### src/rtl/cardinal_pkg.sv
// Shared constants for the cardinal NIC: register map, packet width and VC bit position.
package cardinal_pkg;

  localparam int unsigned DATA_WIDTH = 64;

  // Index of the virtual-channel bit within a packet (bit 0 is the MSB).
  localparam int unsigned VC_BIT = 0;

  typedef logic [1:0] nic_addr_t;

  localparam nic_addr_t NIC_ADDR_IBUF  = 2'b00;
  localparam nic_addr_t NIC_ADDR_ISTAT = 2'b01;
  localparam nic_addr_t NIC_ADDR_OBUF  = 2'b10;
  localparam nic_addr_t NIC_ADDR_OSTAT = 2'b11;

endpackage

### src/rtl/nic_chan_buf.sv
// One-entry packet buffer with a full flag. A load is accepted only while empty;
// clear empties the slot but keeps the data so a stale read still sees it.
module nic_chan_buf
  import cardinal_pkg::*;
#(
  parameter int unsigned Width = DATA_WIDTH
) (
  input  logic             clk,
  input  logic             reset,
  input  logic             load,
  input  logic             clear,
  input  logic [0:Width-1] load_data,
  output logic             full,
  output logic [0:Width-1] data
);

  // Slot state: clear wins over load; loads into a full slot are dropped.
  always_ff @(posedge clk) begin
    if (reset) begin
      data <= '0;
      full <= 1'b0;
    end else if (clear) begin
      full <= 1'b0;
    end else if (load && !full) begin
      data <= load_data;
      full <= 1'b1;
    end
  end

endmodule

### src/rtl/cardinal_nic.sv
// CPU-facing NIC: memory-mapped register port on one side, router local port with
// send/ready handshake on the other. One packet buffered per direction.
module cardinal_nic
  import cardinal_pkg::*;
#(
  parameter int unsigned DATA_WIDTH = 64,
  parameter int unsigned ADDR_WIDTH = 2
) (
  input  logic                  clk,
  input  logic                  reset,
  input  logic [0:ADDR_WIDTH-1] addr_nic,
  input  logic [0:DATA_WIDTH-1] d_in,
  input  logic                  nicEn,
  input  logic                  nicWrEn,
  output logic [0:DATA_WIDTH-1] d_out,
  input  logic                  net_si,
  output logic                  net_ri,
  input  logic [0:DATA_WIDTH-1] net_di,
  output logic                  net_so,
  input  logic                  net_ro,
  output logic [0:DATA_WIDTH-1] net_do,
  input  logic                  net_polarity
);

  logic                  ib_full;
  logic                  ob_full;
  logic [0:DATA_WIDTH-1] ib_data;
  logic [0:DATA_WIDTH-1] ob_data;

  logic cpu_rd;
  logic cpu_wr;
  logic ib_load;
  logic ib_clear;
  logic ob_load;
  logic inject;

  assign cpu_rd = nicEn & ~nicWrEn;
  assign cpu_wr = nicEn & nicWrEn;

  // Router may only send while the input slot is empty.
  assign net_ri  = ~ib_full;
  assign ib_load = net_si & net_ri;

  // Reading the input buffer acknowledges the packet; stale reads have no effect.
  assign ib_clear = cpu_rd & (addr_nic == NIC_ADDR_IBUF) & ib_full;

  // Writes to a full output slot are dropped inside the buffer.
  assign ob_load = cpu_wr & (addr_nic == NIC_ADDR_OBUF);

  // Inject only on the VC opposite the router's current external polarity.
  assign inject = ob_full & net_ro & (ob_data[VC_BIT] != net_polarity);

  nic_chan_buf #(
    .Width (DATA_WIDTH)
  ) u_ibuf (
    .clk       (clk),
    .reset     (reset),
    .load      (ib_load),
    .clear     (ib_clear),
    .load_data (net_di),
    .full      (ib_full),
    .data      (ib_data)
  );

  nic_chan_buf #(
    .Width (DATA_WIDTH)
  ) u_obuf (
    .clk       (clk),
    .reset     (reset),
    .load      (ob_load),
    .clear     (inject),
    .load_data (d_in),
    .full      (ob_full),
    .data      (ob_data)
  );

  // Router-side output registers: one-cycle send pulse, data held between packets.
  always_ff @(posedge clk) begin
    if (reset) begin
      net_so <= 1'b0;
      net_do <= '0;
    end else begin
      net_so <= inject;
      if (inject) begin
        net_do <= ob_data;
      end
    end
  end

  // Combinational CPU read mux; forced to zero during reset and on non-read cycles.
  always_comb begin
    d_out = '0;
    if (cpu_rd && !reset) begin
      case (addr_nic)
        NIC_ADDR_IBUF:  d_out = ib_data;
        NIC_ADDR_ISTAT: d_out = {{(DATA_WIDTH-1){1'b0}}, ib_full};
        NIC_ADDR_OBUF:  d_out = ob_data;
        NIC_ADDR_OSTAT: d_out = {{(DATA_WIDTH-1){1'b0}}, ob_full};
        default:        d_out = '0;
      endcase
    end
  end

endmodule

### config.mk
export PLATFORM = sky130hd
export DESIGN_NAME = cardinal_nic
export DESIGN_NICKNAME = d
export VERILOG_FILES = /design/src/rtl/cardinal_pkg.sv /design/src/rtl/nic_chan_buf.sv /design/src/rtl/cardinal_nic.sv
export SDC_FILE = /design/constraint.sdc
export NUM_CORES = 1
export LEC_CHECK = 0
export CAP_MARGIN = 15
export CORE_UTILIZATION = 45
export CTS_BUF_LIST = sky130_fd_sc_hd__clkbuf_16
export CTS_CLUSTER_SIZE = 16
export DETAILED_ROUTE_END_ITERATION = 10
export GPL_TIMING_DRIVEN = 0
export PLACE_DENSITY = 0.75
export SETUP_SLACK_MARGIN = 0.2
export SYNTH_ARGS = -nofsm -noshare
export SYNTH_HDL_FRONTEND = slang
export SYNTH_HIERARCHICAL = 1
export SYNTH_SLANG_ARGS = --single-unit
### constraint.sdc
create_clock -name clk -period 5 [get_ports clk]
set_input_delay 0.75 -clock clk [delete_from_list [all_inputs] [get_ports clk]]
set_output_delay 0.75 -clock clk [all_outputs]
set_load 0.005 [all_outputs]
---- After elaboration in Yosys (flattened, before gate mapping) ----
Cells that the tools add are included.
word-level totals
  register bits after elaboration ......... 195
  logic and storage cells ................. 35
operators by class
  equal/unequal tests ..................... 4
  multiplexer cells ....................... 2
  bitwise operators ....................... 12
  reduce and logical (&&, ||, !) cells .... 11
operators with widths
  kind                                            count
  one-hot mux 64 bit (4 select lines)             1
  two-way mux 64 bit                              1
  AND 1 bit                                       8
  == test 2 bit (second input constant)           2
  NOT 1 bit                                       4
  AND reduction 2 bit                             2
  OR reduction 2 bit                              2
  logical AND 1 bit                               3
  logical NOT 1 bit                               3
  == test 2 x 1 -> 1 bit (second input constant)  1
  logical NOT 2 bit                               1
  != test 1 bit                                   1

---- Depth between registers and ports, before layout ----
Gate-level depths: netlist of run 1.
  word-level depth ........................ 6
  gate-level depth with buffers ........... 8
  depth with buffers taken out ............ 4

---- Hierarchy ----
The synthesis of run 1 kept the hierarchy.
modules (own cells, without submodules)
  module        times used  cells an instance  area an instance (um2)  seq. area each (um2)
  nic_chan_buf  2           281                2950.3                  1301.2
  cardinal_nic  1           430                3942.5                  1301.2

---- Worst setup path after synthesis of run 1 ----
Ideal clock, no wire load.
  kind .................................... input -> output
  start ................................... in addr_nic[0] in the netlist's numbering
  end ..................................... out d_out[10] in the netlist's numbering
  data arrival time ....................... 1.480 ns
  path slack .............................. 2.770 ns
  cell stages on the path ................. 4
  path buffers ............................ 2
  cells stage by stage .................... buf_2 buf_2 mux2i_1 nor2_1
between the ends
  word-level cells in the longest chain between the ends .. 3
RTL lines
  what                                         line                source
  start, declared                              cardinal_nic.sv:11  input logic [0:ADDR_WIDTH-1] addr_nic,
  == test 2 bit, or another cell as far along  cardinal_nic.sv:94  case (addr_nic)
  one-hot mux 64 bit (4 select lines) (*)      cardinal_nic.sv:94
  two-way mux 64 bit (*)                       cardinal_nic.sv:93  if (cpu_rd && !reset) begin
  end, declared                                cardinal_nic.sv:15  output logic [0:DATA_WIDTH-1] d_out,
Mark *: on every way between the ends. The rest lies on a longest branch, timed or not.

---- Worst setup path in the final report of run 1 ----
  start ................................... in nicEn
  end ..................................... out d_out[48] in the netlist's numbering
between the ends
  word-level cells in the longest chain between the ends .. 3
RTL lines
  what                line                source
  start, declared     cardinal_nic.sv:13  input logic nicEn,
  AND 1 bit           cardinal_nic.sv:37  assign cpu_rd = nicEn & ~nicWrEn;
  logical AND 1 bit   cardinal_nic.sv:93
  two-way mux 64 bit  cardinal_nic.sv:93
No other way between the ends.

==> summary.md, run 1 <==
| Metric | Value |
|---|---|
| Internal | `about 2.5 mW` |
| Die width | `~150 um` |
| Area share of the largest cell type after synthesis | `39.7%` |
| Max Cap Viol | `0` |
| Crit path capture type | `primary output` |
| Routability Congestion | `approximately 0.8` |
| Maximum VDD drop | `between 200 and 250 uV` |
| Critical path type | `in2out` |
| Yosys top cell by area | `dfxtp_1` |
| Ratio of cells with drive above 1 in the final layout | `roughly 5.7%` |
| Starting Density | `roughly 46%` |
| Setup-failing EPs final | `0` |
| Logic pwr share | `12.8%` |
| Clock latency on the worst-skew pair | `430 ps` |
| Cts repair resizes | `0` |
| Final nets | `approximately 1400` |
| Largest net degree at the start of global routing | `20` |
| Worst hold slack | `around 470 ps` |
| Hold Violations, Final | `0` |
| GRT Overall Usage | `between 20% and 30%` |
| Achievable Freq | `around 0.27 GHz` |
| NetSw | `869 uW` |
| Routed vias/inst | `just under 5` |
| Simple-gate share of the synthesized area | `approximately 28%` |
| Worst Skew | `between 10 and 15 ps` |
| Slew headroom | `39.8%` |
| Drt pass-1 iters | `4` |
| Sequential power share | `between 40% and 50%` |
| Final WL | `26200 um` |
| Instance area at placement | `roughly 13000 um^2` |
| Register area | `slightly below 4000 um^2` |
| R2R Path Start | `u_obuf/data[0]$_SDFFE_PP0P_` |
| Compound-cell area share of the yosys netlist | `0%` |
| Core box area | `between 20000 and 25000 um^2` |
| Reg-to-reg endpoint | `u_obuf/data[27]$_SDFFE_PP0P_` |
| Design Power | `about 3.4 mW` |
| Flops & latches, synth | `between 150 and 200` |
| Worst-Margin Slew | `903 ps` |
| Avg Cell Area, Syn | `approximately 9.9 um^2` |
| WHS Path Cells | `2` |
| Power per cell area | `253 nW/um^2` |
| Initial antenna violation count | `1` |
| Clk pwr share | `39.1%` |
| Hold Path Origin | `net_do[10]$_SDFFE_PP0P_` |
| Most frequent cells in the layout | `384 x nand2b_1, 265 x clkdlybuf4s50_1, 255 x mux2i_1, 195 x dfxtp_1, 66 x nor2_1` |
| Num CTS Buffers | `17` |
| GRT Max-Usage Layer | `met2` |
| Library cells used by synthesis | `18` |
| Register area share after synthesis | `between 30 and 40%` |
| # port buffers | `approximately 270` |
| Origin of the worst setup path | `nicEn` |
| RSZ-0062 raised after global routing | `false` |
| R2R Setup Slk | `3070 ps` |
| WL per Instance | `~17 um` |
| Leak Pwr | `4.69 nW` |
| ANT nets after route | `0` |
| Mapped Area | `9840 um^2` |
| Layout overhead on the synthesized area | `36.3%` |
| Clock root cell | `clkbuf_16` |
| Status | `finished clean` |
| Drt drc | `0` |
| Cells after Synth | `just under 1000` |
| Met1 Track Usage GR | `30.4%` |
| Largest family of logic cells by synthesized area | `simple AND/OR/NAND/NOR gates` |
| Hold buffers post-CTS | `0` |
| CTS tree | `done` |
| Die H | `about 150 um` |
| Setup bufs post-CTS | `0` |
| Critical path data required time | `4250 ps` |
| # IOs | `~270` |
| Fin crit share | `between 70% and 80%` |
| Die ar. | `~22000 um^2` |
| Half-perimeter wire length after placement | `19800 um` |
| Via Count | `approximately 7600` |
| Final min period | `between 3000 and 4000 ps` |
| Grt met3 use | `5.09%` |
| Worst-path clk slew | `~70 ps` |
| Hold EP | `net_do[10]$_SDFFE_PP0P_` |
| M2 GR Usage | `roughly two fifths` |
| Syn_nets | `~1100` |
| Final Cell Area | `about 13000 um^2` |
| Xor/xnor share of the synthesized area | `0.0890%` |
| Final Max Slew Viols | `0` |
| First-pass GRT wire length | `40600 um` |
| Sw Share | `between 20% and 30%` |
| Worst-path maximum fanout | `10` |
| Post-synthesis mux area share | `roughly a quarter` |
| H-tree depth | `4` |
| Vias in the first global route | `around 7600` |
| Setup_tns | `0 ps` |
| Congestion Overflow GR | `0` |
| CP startpoint kind | `primary input` |
| Clock sink total | `around 200` |
| Placement Rows | `53` |
| Yosys warning total | `6` |
| Most common cell after layout, fill and taps aside | `nand2b_1` |
| Clock Path Buffers | `2` |
| DR iter-0 viols | `between 200 and 300` |
| Cell depth of the worst flop-to-flop path | `8` |
| Post-synthesis adder-cell area fraction | `0%` |
| Arr. time, crit path | `approximately 2900 ps` |
| Multi-input gate area | `around 5300 um^2` |
| Layout fillers | `between 1500 and 2000` |
| Top cells by area, synth | `dfxtp_1 40%, mux2i_1 26%, nand2b_1 24%` |
| Worst min-delay path class | `reg2reg` |
## synthesized netlist by cell type, drive strengths merged
cell / n
nor2b: 3
nand2b: 384
buf: 39
clkbuf: 38
inv: 1
nor4b: 1
mux2i: 255
nand2: 1
dfxtp: 195
nor2: 66
and3: 3
xor2: 1
nor3b: 2
mux4: 1
nor3: 2
## power by group through the flow
stage / Combinational [mW] / Clock [mW] / Sequential (mW)
finish: 0.434 / 1.33 / 1.63
floorplan: 0.254 / 0 / 1.66
global placement: 0.431 / 0 / 1.67
global route: 0.465 / 1.43 / 1.64
detailed placement: 0.434 / 0 / 1.67
CTS: 0.437 / 1.36 / 1.63
## worst max-delay path, cell delays in order
cell	delay (ps)
clkdlybuf4s50_1	470
nor2b_1	220
nand2_1	380
buf_2	330
nor2_1	220
clkdlybuf4s50_1	540
## sequential cells by signal, summed over array words and instances (netlist names)
name	count
u_ibuf/full	1
u_obuf/full	1
u_ibuf/data	64
u_obuf/data	64
net_so	1
net_do	64
## how the worst max path moves through the flow
stage | slack [ps] | depth (start not counted) | endpoint
final | 1340 | 6 | d_out[48]
after global routing | 1240 | 6 | d_out[48]
after CTS | 1320 | 6 | d_out[48]
after detailed placement | 1340 | 6 | d_out[48]
after global placement | 1330 | 6 | d_out[48]
after floorplan | 2770 | 4 | d_out[10]
## cell families (layout without fill, tap and decap cells)
group	after synthesis	after routing
multiplexers	256	256
AND/OR/NAND/NOR	462	462
XOR/XNOR	1	1
flip-flops	195	195
other	0	3
buffers and inverters	78	375
## final cells by class
cell class / instances / share of cell area, %
Antenna cell: 3 / 0.0559
Buffer: 77 / 4.60
Clock buffer: 17 / 3.17
Clock inverter: 15 / 1.09
Inverter: 1 / 0.0280
Multi-Input combinational cell: 719 / 39.6
Sequential cell: 195 / 29.1
Tap cell: 275 / 2.56
Timing Repair Buffer: 265 / 19.8
## routing by layer
metal | share of wire (%) | wire length [um] | vias up
met4 | 1.8 | 476 | 0
met3 | 4.9 | 1290 | 29
met5 | 0 | 0 | -
met1 | 46 | 12100 | 3567
li1 | - | - | 3791
met2 | 47 | 12300 | 194
## per-stage QoR
| stage | std cells | setup slack, ps | util [%] |
|---|---|---|---|
| 2_1_floorplan | 992 | 2770 | - |
| 3_3_place_gp | 1532 | 1330 | 60.5 |
| 3_5_place_dp | 1532 | 1340 | 60.5 |
| 4_1_cts | 1564 | 1320 | 63.2 |
| 5_1_grt | 1565 | 1240 | 63.2 |
| 6_report | 1567 | 1340 | 63.2 |
No activity file was read; power rests on OpenSTA's default activity.
==> run 2, diff against run 1 <==
--- a/config.mk
+++ b/config.mk
@@ -6,12 +6,12 @@
 export NUM_CORES = 1
 export LEC_CHECK = 0
 export CAP_MARGIN = 15
-export CORE_UTILIZATION = 45
+export CORE_UTILIZATION = 44
 export CTS_BUF_LIST = sky130_fd_sc_hd__clkbuf_16
 export CTS_CLUSTER_SIZE = 16
 export DETAILED_ROUTE_END_ITERATION = 10
 export GPL_TIMING_DRIVEN = 0
-export PLACE_DENSITY = 0.75
+export PLACE_DENSITY = 0.77
 export SETUP_SLACK_MARGIN = 0.2
 export SYNTH_ARGS = -nofsm -noshare
 export SYNTH_HDL_FRONTEND = slang
==> constraint.sdc (replaced) <==
create_clock -name clk -period 3.11 [get_ports clk]
set_input_delay 0.4665 -clock clk [delete_from_list [all_inputs] [get_ports clk]]
set_output_delay 0.4665 -clock clk [all_outputs]
set_load 0.005 [all_outputs]
==> summary.md, run 2 (synthesis results as in run 1) <==
| Metric | Value |
|---|---|
| Status | `finished clean` |
| Achievable Freq | `about 0.35 GHz` |
| Design Power | `5.51 mW` |
| Die H | `152 um` |
| Largest regs | `net_do x64, u_ibuf/data x64, u_obuf/data x64` |
| Die width | `between 150 and 200 um` |
| Critical path's largest stage delay | `about 520 ps` |
| Clock Path Buffers | `2` |
| Power per cell area | `just over 400 nW/um^2` |
| Fin crit share | `roughly 92%` |
| Half-perimeter wire length after placement | `roughly 20000 um` |
| Congestion Overflow GR | `0` |
| # IOs | `~270` |
| Layout overhead on the synthesized area | `36.6%` |
| Routability Congestion | `just over 0.8` |
| Setup-failing EPs final | `0` |
| Final setup margin | `about 260 ps` |
| DR iter-0 viols | `approximately 300` |
| Hold Violations, Final | `0` |
| Most common cell on crit path | `clkdlybuf4s50_1` |
| Final Max Slew Viols | `0` |
| Critical path type | `in2out` |
| Placement Rows | `between 50 and 60` |
| Routed wl met2 | `roughly 12000 um` |
| Worst min-delay path class | `in2reg` |
| Most common cell after layout, fill and taps aside | `nand2b_1` |
| Ratio of cells with drive above 1 in the final layout | `5.82%` |
| Worst hold slack | `approximately 450 ps` |
| CP max-delay cell | `clkdlybuf4s50_1` |
| Clock root cell | `clkbuf_16` |
| WL per Instance | `approximately 17 um` |
| Wl on met1 | `between 10000 and 15000 um` |
| Worst Skew | `about 9 ps` |
| Crit path capture type | `primary output` |
| Setup bufs post-CTS | `0` |
| CP Cell Sequence | `clkdlybuf4s50_1, buf_4, buf_2, mux2i_1, nor2_1, clkdlybuf4s50_1` |
| Maximum VDD drop | `between 200 and 300 uV` |
| Largest net degree at the start of global routing | `19` |
| GRT Overall Usage | `a little under a quarter` |
| Layout fillers | `about 1900` |
| Final WL | `between 20000 and 30000 um` |
| Routed vias/inst | `roughly 4.8` |
| First-pass GRT wire length | `roughly 40000 um` |
| Slew headroom | `48.0%` |
| Setup_tns | `0 ps` |
| Drt drc | `0` |
| Die ar. | `~23000 um^2` |
| R2R Setup Slk | `1200 ps` |
| Dpl cells | `roughly 1500` |
| Worst-Margin Slew | `slightly below 800 ps` |
| H-tree depth | `4` |
| Worst-path maximum fanout | `10` |
| Most frequent cells in the layout | `384 x nand2b_1, 265 x clkdlybuf4s50_1, 255 x mux2i_1, 195 x dfxtp_1, 66 x nor2_1` |
| Util after Layout | `between 60% and 70%` |
| Hold buffers post-CTS | `0` |
| Instance area at placement | `12800 um^2` |
| Num CTS Buffers | `17` |
| Initial antenna violation count | `1` |
| Final nets | `1413` |
| RSZ-0062 raised after global routing | `true` |
| Max Cap Viol | `0` |
| Leak Pwr | `about 4.7 nW` |
| Final Cell Area | `approximately 13000 um^2` |
| Clock sink total | `just under 200` |
| Crit path buf inv count | `4` |
| Max layer used | `met4` |
| Clock latency on the worst-skew pair | `430 ps` |
| Final min period | `2850 ps` |
| Met3 wire length | `between 1000 and 1500 um` |
| ANT nets after route | `0` |
| CP startpoint kind | `primary input` |
| Arr. time, crit path | `2380 ps` |
| Critical path data required time | `around 2600 ps` |
| Core box area | `between 20000 and 25000 um^2` |
| Cell family with most CP delay | `buffers and inverters` |
| CTS tree | `done` |
| Non-filler cells, final | `around 1600` |
| Vias in the first global route | `around 7500` |
| # port buffers | `~270` |
| Drt pass-1 iters | `5` |
| Via Count | `roughly 7500` |
| Worst-path clk slew | `approximately 70 ps` |
| Starting Density | `between 40% and 50%` |
| Pre-CTS setup slack | `a little under 80 ps` |
## run 2: where the power goes
group | leakage (nW) | internal (mW) | total [mW] | switching [mW]
clock network | 0.287 | 1.13 | 2.19 | 1.05
logic | 2.84 | 0.417 | 0.697 | 0.281
registers | 1.58 | 2.57 | 2.62 | 0.0491
total | 4.71 | 4.12 | 5.51 | 1.38
## run 2: cell type report
class / instances / area (um^2) / share of cell area [%]
Multi-Input combinational cell: 719 / 5330 / 39.6
Sequential cell: 195 / 3900 / 29.0
Timing Repair Buffer: 265 / 2650 / 19.7
Buffer: 77 / 627 / 4.66
Clock buffer: 17 / 425 / 3.16
Tap cell: 280 / 350 / 2.61
Clock inverter: 15 / 154 / 1.14
Inverter: 1 / 3.75 / 0.0279
Antenna cell: 1 / 2.50 / 0.0186
## run 2: final timing paths
kind,startpoint,endpoint,cells after the start
max,addr_nic[0],d_out[7],6
min,reset,u_ibuf/data[0]$_SDFFE_PP0P_,3
max reg2reg,u_obuf/data[0]$_SDFFE_PP0P_,u_obuf/data[46]$_SDFFE_PP0P_,8
min reg2reg,u_ibuf/data[61]$_SDFFE_PP0P_,u_ibuf/data[61]$_SDFFE_PP0P_,2
## run 2: layer usage
metal	up-vias	track usage (%)
met5	-	0
met4	0	7.38
met3	35	4.88
met2	195	36.8
met1	3531	29.9
li1	3774	-
## run 2: what timing repair did
action | in CTS | in global routing
hold endpoints to repair | 0 | 0
setup endpoints to repair | 60 | 53
gates resized for setup | 3 | 4
## run 2: worst min-delay path, cell delays in order
cell and delay [ps]:
buf_2 180, nand2b_1 120, mux2i_1 60
